`src/rtl/pwm_cmd_sched.sv`:
```
// pwm_cmd_sched
//  Command scheduler in front of the PWM drive block. Two command sources
//  (manual remote link, autonomous navigation) compete for a single 16-bit
//  {direction, speed} valid/rdy channel into the PWM command capture.
//  Manual always wins. A manual accept locks autonomous commands out for
//  MAN_HOLD cycles. Every PWM transfer is followed by MIN_GAP idle cycles.
//  A watchdog issues a single neutral command once no external command has
//  been accepted for WDOG_CYCLES cycles.
//  The scheduler shares its clock with the PWM block's command capture, so the
//  output handshake needs no synchronisation.

// Protocol checker for the scheduler ports. It contains only assertions.
module pwm_cmd_sched_chk (
    input logic        clk,
    input logic        rst,
    input logic        man_valid,
    input logic        man_rdy,
    input logic        auto_rdy,
    input logic [15:0] pwm_data,
    input logic        pwm_valid,
    input logic        pwm_rdy
);

    // An offered PWM command stays valid and unchanged until it is taken.
    a_pwm_hold: assert property (@(posedge clk) disable iff (rst)
        (pwm_valid && !pwm_rdy) |=> (pwm_valid && $stable(pwm_data)));

    // Manual has priority, so auto is never offered while manual is requesting.
    a_auto_yields: assert property (@(posedge clk) disable iff (rst)
        auto_rdy |-> !man_valid);

    // Nothing is accepted while an output command is still outstanding.
    a_no_accept_busy: assert property (@(posedge clk) disable iff (rst)
        pwm_valid |-> (!man_rdy && !auto_rdy));

endmodule

module pwm_cmd_sched #(
    parameter logic [15:0] NEUTRAL_CMD = 16'h8000,
    parameter int unsigned MAN_HOLD    = 2000,
    parameter int unsigned MIN_GAP     = 4,
    parameter int unsigned WDOG_CYCLES = 40000
) (
    input  logic        clk,
    input  logic        rst,
    input  logic [15:0] man_cmd,
    input  logic        man_valid,
    output logic        man_rdy,
    input  logic [15:0] auto_cmd,
    input  logic        auto_valid,
    output logic        auto_rdy,
    output logic [15:0] pwm_data,
    output logic        pwm_valid,
    input  logic        pwm_rdy,
    output logic [1:0]  active_src,
    output logic        timeout_flag
);

    // Counter widths. A zero-valued parameter still gets a 1-bit counter,
    // which simply never leaves zero.
    localparam int HOLD_W = (MAN_HOLD > 0) ? $clog2(MAN_HOLD + 1) : 1;
    localparam int GAP_W  = (MIN_GAP > 0) ? $clog2(MIN_GAP + 1) : 1;
    localparam int WDOG_W = $clog2(WDOG_CYCLES + 1);

    localparam logic [HOLD_W-1:0] HOLD_LOAD = HOLD_W'(MAN_HOLD);
    localparam logic [GAP_W-1:0]  GAP_LOAD  = (MIN_GAP > 0) ? GAP_W'(MIN_GAP - 1) : GAP_W'(0);
    localparam logic [WDOG_W-1:0] WDOG_LOAD = WDOG_W'(WDOG_CYCLES);

    // Source codes reported on active_src.
    localparam logic [1:0] SRC_NONE = 2'd0;
    localparam logic [1:0] SRC_MAN  = 2'd1;
    localparam logic [1:0] SRC_AUTO = 2'd2;
    localparam logic [1:0] SRC_FAIL = 2'd3;

    typedef enum logic [1:0] {
        S_INIT  = 2'd0,
        S_IDLE  = 2'd1,
        S_ISSUE = 2'd2,
        S_GAP   = 2'd3
    } state_t;

    // Where a completed transfer leads. With no spacing the gap state is skipped.
    localparam state_t POST_XFER = (MIN_GAP == 0) ? S_IDLE : S_GAP;

    state_t             state_r,      state_s;
    logic               pwm_valid_r,  pwm_valid_s;
    logic [15:0]        pwm_data_r,   pwm_data_s;
    logic [1:0]         active_src_r, active_src_s;
    logic               timeout_r,    timeout_s;
    logic [HOLD_W-1:0]  hold_r,       hold_s;
    logic [GAP_W-1:0]   gap_r,        gap_s;
    logic [WDOG_W-1:0]  wdog_r,       wdog_s;
    logic               man_rdy_s;
    logic               auto_rdy_s;
    logic               hold_zero_s;
    logic               wdog_zero_s;

    // Lockout and watchdog expiry conditions.
    always_comb begin
        hold_zero_s = (hold_r == '0);
        wdog_zero_s = (wdog_r == '0);
    end

    // Next state, next register values and the accept strobes.
    always_comb begin
        state_s      = state_r;
        pwm_valid_s  = pwm_valid_r;
        pwm_data_s   = pwm_data_r;
        active_src_s = active_src_r;
        timeout_s    = timeout_r;
        gap_s        = gap_r;
        man_rdy_s    = 1'b0;
        auto_rdy_s   = 1'b0;

        // Lockout and watchdog counters run in every state and stop at zero.
        if (hold_zero_s) begin
            hold_s = hold_r;
        end else begin
            hold_s = hold_r - HOLD_W'(1);
        end
        if (wdog_zero_s) begin
            wdog_s = wdog_r;
        end else begin
            wdog_s = wdog_r - WDOG_W'(1);
        end

        case (state_r)
            S_INIT: begin
                // Startup neutral: raise valid one cycle after reset, hold until taken.
                pwm_data_s   = NEUTRAL_CMD;
                active_src_s = SRC_NONE;
                if (!pwm_valid_r) begin
                    pwm_valid_s = 1'b1;
                end else if (pwm_rdy) begin
                    pwm_valid_s = 1'b0;
                    gap_s       = GAP_LOAD;
                    state_s     = POST_XFER;
                end else begin
                    pwm_valid_s = 1'b1;
                end
            end

            S_IDLE: begin
                man_rdy_s   = 1'b1;
                auto_rdy_s  = !man_valid && hold_zero_s;
                pwm_valid_s = 1'b0;
                if (man_valid) begin
                    pwm_data_s   = man_cmd;
                    pwm_valid_s  = 1'b1;
                    active_src_s = SRC_MAN;
                    timeout_s    = 1'b0;
                    wdog_s       = WDOG_LOAD;
                    hold_s       = HOLD_LOAD;
                    state_s      = S_ISSUE;
                end else if (auto_valid && hold_zero_s) begin
                    pwm_data_s   = auto_cmd;
                    pwm_valid_s  = 1'b1;
                    active_src_s = SRC_AUTO;
                    timeout_s    = 1'b0;
                    wdog_s       = WDOG_LOAD;
                    state_s      = S_ISSUE;
                end else if (wdog_zero_s && !timeout_r) begin
                    // Silence: one neutral per silence period; the flag blocks repeats.
                    pwm_data_s   = NEUTRAL_CMD;
                    pwm_valid_s  = 1'b1;
                    active_src_s = SRC_FAIL;
                    timeout_s    = 1'b1;
                    state_s      = S_ISSUE;
                end else begin
                    state_s = S_IDLE;
                end
            end

            S_ISSUE: begin
                // Wait as long as it takes for the PWM block to take the word.
                if (pwm_rdy) begin
                    pwm_valid_s = 1'b0;
                    gap_s       = GAP_LOAD;
                    state_s     = POST_XFER;
                end else begin
                    pwm_valid_s = 1'b1;
                end
            end

            S_GAP: begin
                pwm_valid_s = 1'b0;
                if (gap_r == '0) begin
                    state_s = S_IDLE;
                end else begin
                    gap_s = gap_r - GAP_W'(1);
                end
            end

            default: begin
                pwm_valid_s = 1'b0;
                state_s     = S_INIT;
            end
        endcase
    end

    // State and datapath registers with asynchronous reset.
    always_ff @(posedge clk or posedge rst) begin
        if (rst) begin
            state_r      <= S_INIT;
            pwm_valid_r  <= 1'b0;
            pwm_data_r   <= NEUTRAL_CMD;
            active_src_r <= SRC_NONE;
            timeout_r    <= 1'b0;
            hold_r       <= '0;
            gap_r        <= '0;
            wdog_r       <= WDOG_LOAD;
        end else begin
            state_r      <= state_s;
            pwm_valid_r  <= pwm_valid_s;
            pwm_data_r   <= pwm_data_s;
            active_src_r <= active_src_s;
            timeout_r    <= timeout_s;
            hold_r       <= hold_s;
            gap_r        <= gap_s;
            wdog_r       <= wdog_s;
        end
    end

    // Accept strobes are combinational from state, valids and lockout; the rest is registered.
    assign man_rdy      = man_rdy_s;
    assign auto_rdy     = auto_rdy_s;
    assign pwm_data     = pwm_data_r;
    assign pwm_valid    = pwm_valid_r;
    assign active_src   = active_src_r;
    assign timeout_flag = timeout_r;

    pwm_cmd_sched_chk u_chk (
        .clk       (clk),
        .rst       (rst),
        .man_valid (man_valid),
        .man_rdy   (man_rdy),
        .auto_rdy  (auto_rdy),
        .pwm_data  (pwm_data),
        .pwm_valid (pwm_valid),
        .pwm_rdy   (pwm_rdy)
    );

endmodule

```
`config.mk`:
```
export PLATFORM = sky130hd
export DESIGN_NAME = pwm_cmd_sched
export DESIGN_NICKNAME = d
export VERILOG_FILES = /design/src/rtl/pwm_cmd_sched.sv
export SDC_FILE = /design/constraint.sdc
export NUM_CORES = 1
export LEC_CHECK = 0
export ABC_AREA = 0
export CELL_PAD_IN_SITES_DETAIL_PLACEMENT = 1
export CELL_PAD_IN_SITES_GLOBAL_PLACEMENT = 1
export CORE_ASPECT_RATIO = 0.5
export CORE_UTILIZATION = 39
export DETAILED_ROUTE_END_ITERATION = 7
export PLACE_DENSITY_LB_ADDON = 0.3
export SLEW_MARGIN = 20
export SYNTH_ARGS = -nofsm -noshare
export SYNTH_HDL_FRONTEND = slang
export SYNTH_HIERARCHICAL = 1
export SYNTH_SLANG_ARGS = --single-unit
```
`constraint.sdc`:
```
create_clock -name clk -period 2.5 [get_ports clk]
set_input_delay 0.375 -clock clk [delete_from_list [all_inputs] [get_ports clk]]
set_output_delay 0.375 -clock clk [all_outputs]
set_load 0.01 [all_outputs]
```
=== After elaboration in Yosys (flattened, before gate mapping) ===
Cells that the tools add are included.
Widths: inputs -> output; s select.

* Reduce and logical (&&, ||, !) cells: 16
* Mux-type cells: 37
* Equal/unequal tests: 7
* $add $sub $neg: 3

{| class="wikitable"
|+ Operators by type and width
! kind !! count
|-
| $mux 16 || 7
|-
| $mux 11 || 3
|-
| $pmux 16 s2 || 1
|-
| $mux 2 || 9
|-
| $logic_not 16->1 || 1
|-
| $sub 16x1->16 const B || 1
|-
| $logic_not 11->1 || 1
|-
| $sub 11x1->11 const B || 1
|-
| $mux 1 || 10
|-
| $mux 3 || 3
|-
| $pmux 3 s3 || 1
|-
| $pmux 2 s4 || 1
|-
| $ne 2x2->1 const B || 3
|-
| $reduce_and 2->1 || 3
|-
| $reduce_bool 3->1 || 2
|-
| $eq 2x2->1 const B || 2
|-
| $ne 4x4->1 const B || 1
|-
| $pmux 1 s4 || 1
|-
| $pmux 2 s2 || 1
|-
| $logic_and 1x1->1 || 3
|-
| $logic_not 3->1 || 1
|-
| $reduce_and 3->1 || 1
|-
| $sub 3x1->3 const B || 1
|-
| $eq 2x1->1 const B || 1
|-
| 3 further kinds || 4
|}

* Output and inout bits: 22
* Bits in registers: 52

=== Logic depth before layout (Yosys ltp) ===
* Depth in word-level cells: 6
* Depth in mapped cells: 7
* Depth with buffers taken out: 6

=== Worst setup path before layout ===
OpenSTA, ideal clock, no wires.

* Path kind: flip-flop to output port
* Start point: register hold_r[6]
* End point: output port auto_rdy
* Cell stages (with the launch flop): 5
* Path buffers: 1
* Path slack: 337 ps
* Arrival time: 1788 ps
* Required time: 2125 ps
* Cell sequence: dfrtp_1 or4_4 buf_6 or4_4 nor2_1

* Longest elaborated chain between the ends: 3

{| class="wikitable"
|+ Ends and longest elaborated chain
! what !! RTL line !! text
|-
| start, declared || 90 || <nowiki>logic [HOLD_W-1:0] hold_r, hold_s;</nowiki>
|-
| start signal, assigned || 218 || <nowiki>hold_r <= hold_s;</nowiki>
|-
| $logic_not 11->1 || 100 || <nowiki>hold_zero_s = (hold_r == '0);</nowiki>
|-
| $logic_and 1x1->1 || 145 || <nowiki>auto_rdy_s = !man_valid && hold_zero_s;</nowiki>
|-
| $mux 1 || 127 || <nowiki>case (state_r)</nowiki>
|-
| end, declared || 51 || <nowiki>output logic auto_rdy,</nowiki>
|}

No other way between the ends.

=== Final worst setup path ===
Same ends and word-level chain as after synthesis.

==> metrics.cfg <==
[worst_setup_path]
end_kind=output pin
cpPeakStageDelay_ps=550
worstSetupPathType=reg2out
critical_path.slowest_cell=or4_4
crit_path_frequent_cell=or4_4
worstPathCellList=or4_4 -> or4_4 -> nor2_2 -> clkdlybuf4s15_2
cp_max_fo=3
required_ps=2120
startpoint_type=register
crit_arrival_ps=2070

[place]
place.port_buffers=58
gp_congestion=0.873
dp_slack_ps=11.2
dpl.hpwl_um=5990
placed_cells=439

[sta]
fin_crit_sh_pct=97.6
relSlewSlack_pct=38.0
fmax_mhz=410
fin_setup_tns_ps=0
setup_viol=0
rsz0062_at_grt=no
hold_viol=0
setup_ws_ps=59.8
period_minus_slack_ps=2440
finalClockSkew_ps=7.36
slew_viol_final=0
tightest_slew_ps=907

[synthesis]
synth_mux_area_share_pct=0
netlist_top_cells_area=dfrtp_1 (41%), dfstp_2 (5.6%), o21ai_0 (5.5%)
synthArstFlopShare_pct=100
ys.flop_type=dfrtp_1
synthSimpleGateAreaFrac_pct=20.4
synth_fp_nets=327
synth_compound_area_share_pct=23.6
synth_cell_types=57
synth-xor-area-share_pct=0.624
yosysTopAreaCellShare_pct=41.0
syn_inst=284
yosysWarnings=6
syn_area_um2=2810
synthAdderAreaFrac_pct=2.67
synth_edf_count=0
synth-seq-cells=52
ys_seq_area_share_pct=46.6
synth_top_family_by_area=compound AO/OA/AOI/OAI gates
yosys.area.top_type=dfrtp_1
synth_area_per_cell_um2=9.89

[floorplan]
ios=59
num_rows=21
die_h_um=62.0
dieArea_um2=7570
chipWidth_um=122
core_area_um2=6830
start_util_pct=41.1

[drt]
drt_iter0_drc=131
route.vias.total=2611
postRouteAntennaNets=0
wl_per_cell_um=19.1
drc=0
drtPass1Iterations=5
vias_per_cell=5.84
routed_wl_um=8520

[power_and_ir_drop]
pwr-share-clk_pct=17.7
p_sw_share_pct=38.7
power_density_nw_per_um2=1050
power.leakage_nw=1.57
seqPwrFrac_pct=38.1
power_switching_mw=1.53
comb_power_share_pct=44.2
finalPower_mw=3.96
p_int_mw=2.43
peakVddDrop_mv=0.404

[cells_and_area]
stdcell_count=447
regArea_um2=1310
multi_input_area_um2=1340
final_core_util_pct=55.2
drive_gt1_share_pct=15.8
area_growth_pct=34.3
fin_nets=397
fillers=750
n_antenna_cell=0

[cts]
clockBufferDepth=2
cts_inserted_buffers=5
htree_levels=2
cts_root_buf=clkbuf_16
clock_latency_ps=300
cts_tree=yes
clock-sinks=52
post_cts_buffers=0
clkTransAtPathRegs_ps=70

[grt]
antenna_found_initial=0
grt.total_usage_pct=24.1
grt_pass1_wl_um=13700
grt-ovfl-total=0
grt_max_degree=29
first_global_vias=2685

[run]
maxCapViolations=0

[run_status]
status=finished, final reports clean

[hold_path]
hold_path.class=in2async

[cells by family after synthesis]
group	after synthesis
compound gates	93
simple gates	90
flops	52
buf+inv	41
fa+ha+maj	6
xor+xnor	2
[power by group through the flow]
stage          Combinational, mW  Sequential [mW]  Clock [mW]
6_report                    1.75             1.51       0.701
4_1_cts                     1.76             1.50       0.718
3_3_place_gp                1.62             1.47           0
5_1_grt                     1.94             1.55       0.756
2_1_floorplan               1.00             1.50           0
3_5_place_dp                1.73             1.51           0
[cells in the final DEF (no fill, tap or decap), types with 3 or more instances in the layout]
| cell type | synthesis | final |
|---|---|---|
| clkdlybuf4s50_1 | 0 | 57 |
| dfrtp_1 | 46 | 46 |
| o21ai_0 | 31 | 31 |
| inv_1 | 27 | 25 |
| nor2_1 | 18 | 17 |
| buf_4 | 2 | 16 |
| a222oi_1 | 15 | 15 |
| a21oi_1 | 13 | 13 |
| nand3_1 | 10 | 10 |
| or3_1 | 9 | 9 |
| nand2_1 | 9 | 9 |
| nor3_1 | 9 | 8 |
| o31ai_1 | 6 | 6 |
| or4_1 | 6 | 6 |
| ha_1 | 6 | 6 |
| dfstp_2 | 6 | 6 |
| a211oi_1 | 5 | 5 |
| clkbuf_16 | 0 | 5 |
| or4_4 | 4 | 4 |
| nand2b_1 | 3 | 3 |
| a31oi_1 | 3 | 3 |
| buf_12 | 0 | 3 |
[worst paths after layout]
| path | start | end | slack, ps | cells past startpoint |
|---|---|---|---|---|
| setup reg to reg | wdog_r[0]$_DFF_PP0_ | pwm_valid$_DFF_PP0_ | 150 | 7 |
| hold / removal | rst | hold_r[1]$_DFF_PP0_ | 450 | 2 |
| max in group asynchronous | rst | wdog_r[15]$_DFF_PP1_ | 1430 | 3 |
| setup / recovery | hold_r[6]$_DFF_PP0_ | auto_rdy | 60 | 4 |
| hold reg to reg | gap_r[0]$_DFFE_PP0P_ | gap_r[0]$_DFFE_PP0P_ | 490 | 1 |
| min in group clk | gap_r[0]$_DFFE_PP0P_ | gap_r[0]$_DFFE_PP0P_ | 490 | 1 |
[area by class of cell]
class	instances	share of cell area, %
multi-input cells	191	35.4
flip-flops and latches	52	34.7
repair buffers	77	20.2
clock buffers	6	3.68
well taps	92	3.05
inverters	27	2.69
clock inverters	2	0.265
[routing by layer]
metal | wire, um | track usage (%)
met2 | 4480 | 46.4
met3 | 301 | 4.38
met5 | 0 | 0
met1 | 3600 | 28.2
met4 | 147 | 7.41
[state kept, by name, summed over array words and instances (netlist names)]
name          count
hold_r           11
state_r           2
gap_r             3
active_src        2
timeout_flag      1
wdog_r           16
pwm_valid         1
pwm_data         16
[stage by stage]
step	area, um^2	hold slack, ps
2_1_floorplan	2810	440
3_3_place_gp	3620	454
3_5_place_dp	3620	489
4_1_cts	3770	468
5_1_grt	3770	519
6_report	3770	447
[timing repair]
item,4_1_cts,5_1_grt
hold buffers,0,0
resized for setup,4,1
pin swaps,0,1
endpoints found under the setup margin,1,1
endpoints found under the hold margin,0,0
[worst max-delay path: cells and delay by family (launching register included)]
kind                   cells  cell delay, ps
and+or+nand+nor            3            1150
DFF                        1             390
buffers and inverters      1             220
[synthesized netlist by cell type, types with 4 or more instances]
cell type,instances
dfrtp_1,46
o21ai_0,31
inv_1,27
nor2_1,18
a222oi_1,15
a21oi_1,13
nand3_1,10
nand2_1,9
nor3_1,9
or3_1,9
clkbuf_1,8
dfstp_2,6
ha_1,6
o31ai_1,6
or4_1,6
a211oi_1,5
or4_4,4
Power figures use the tool's default switching activity.
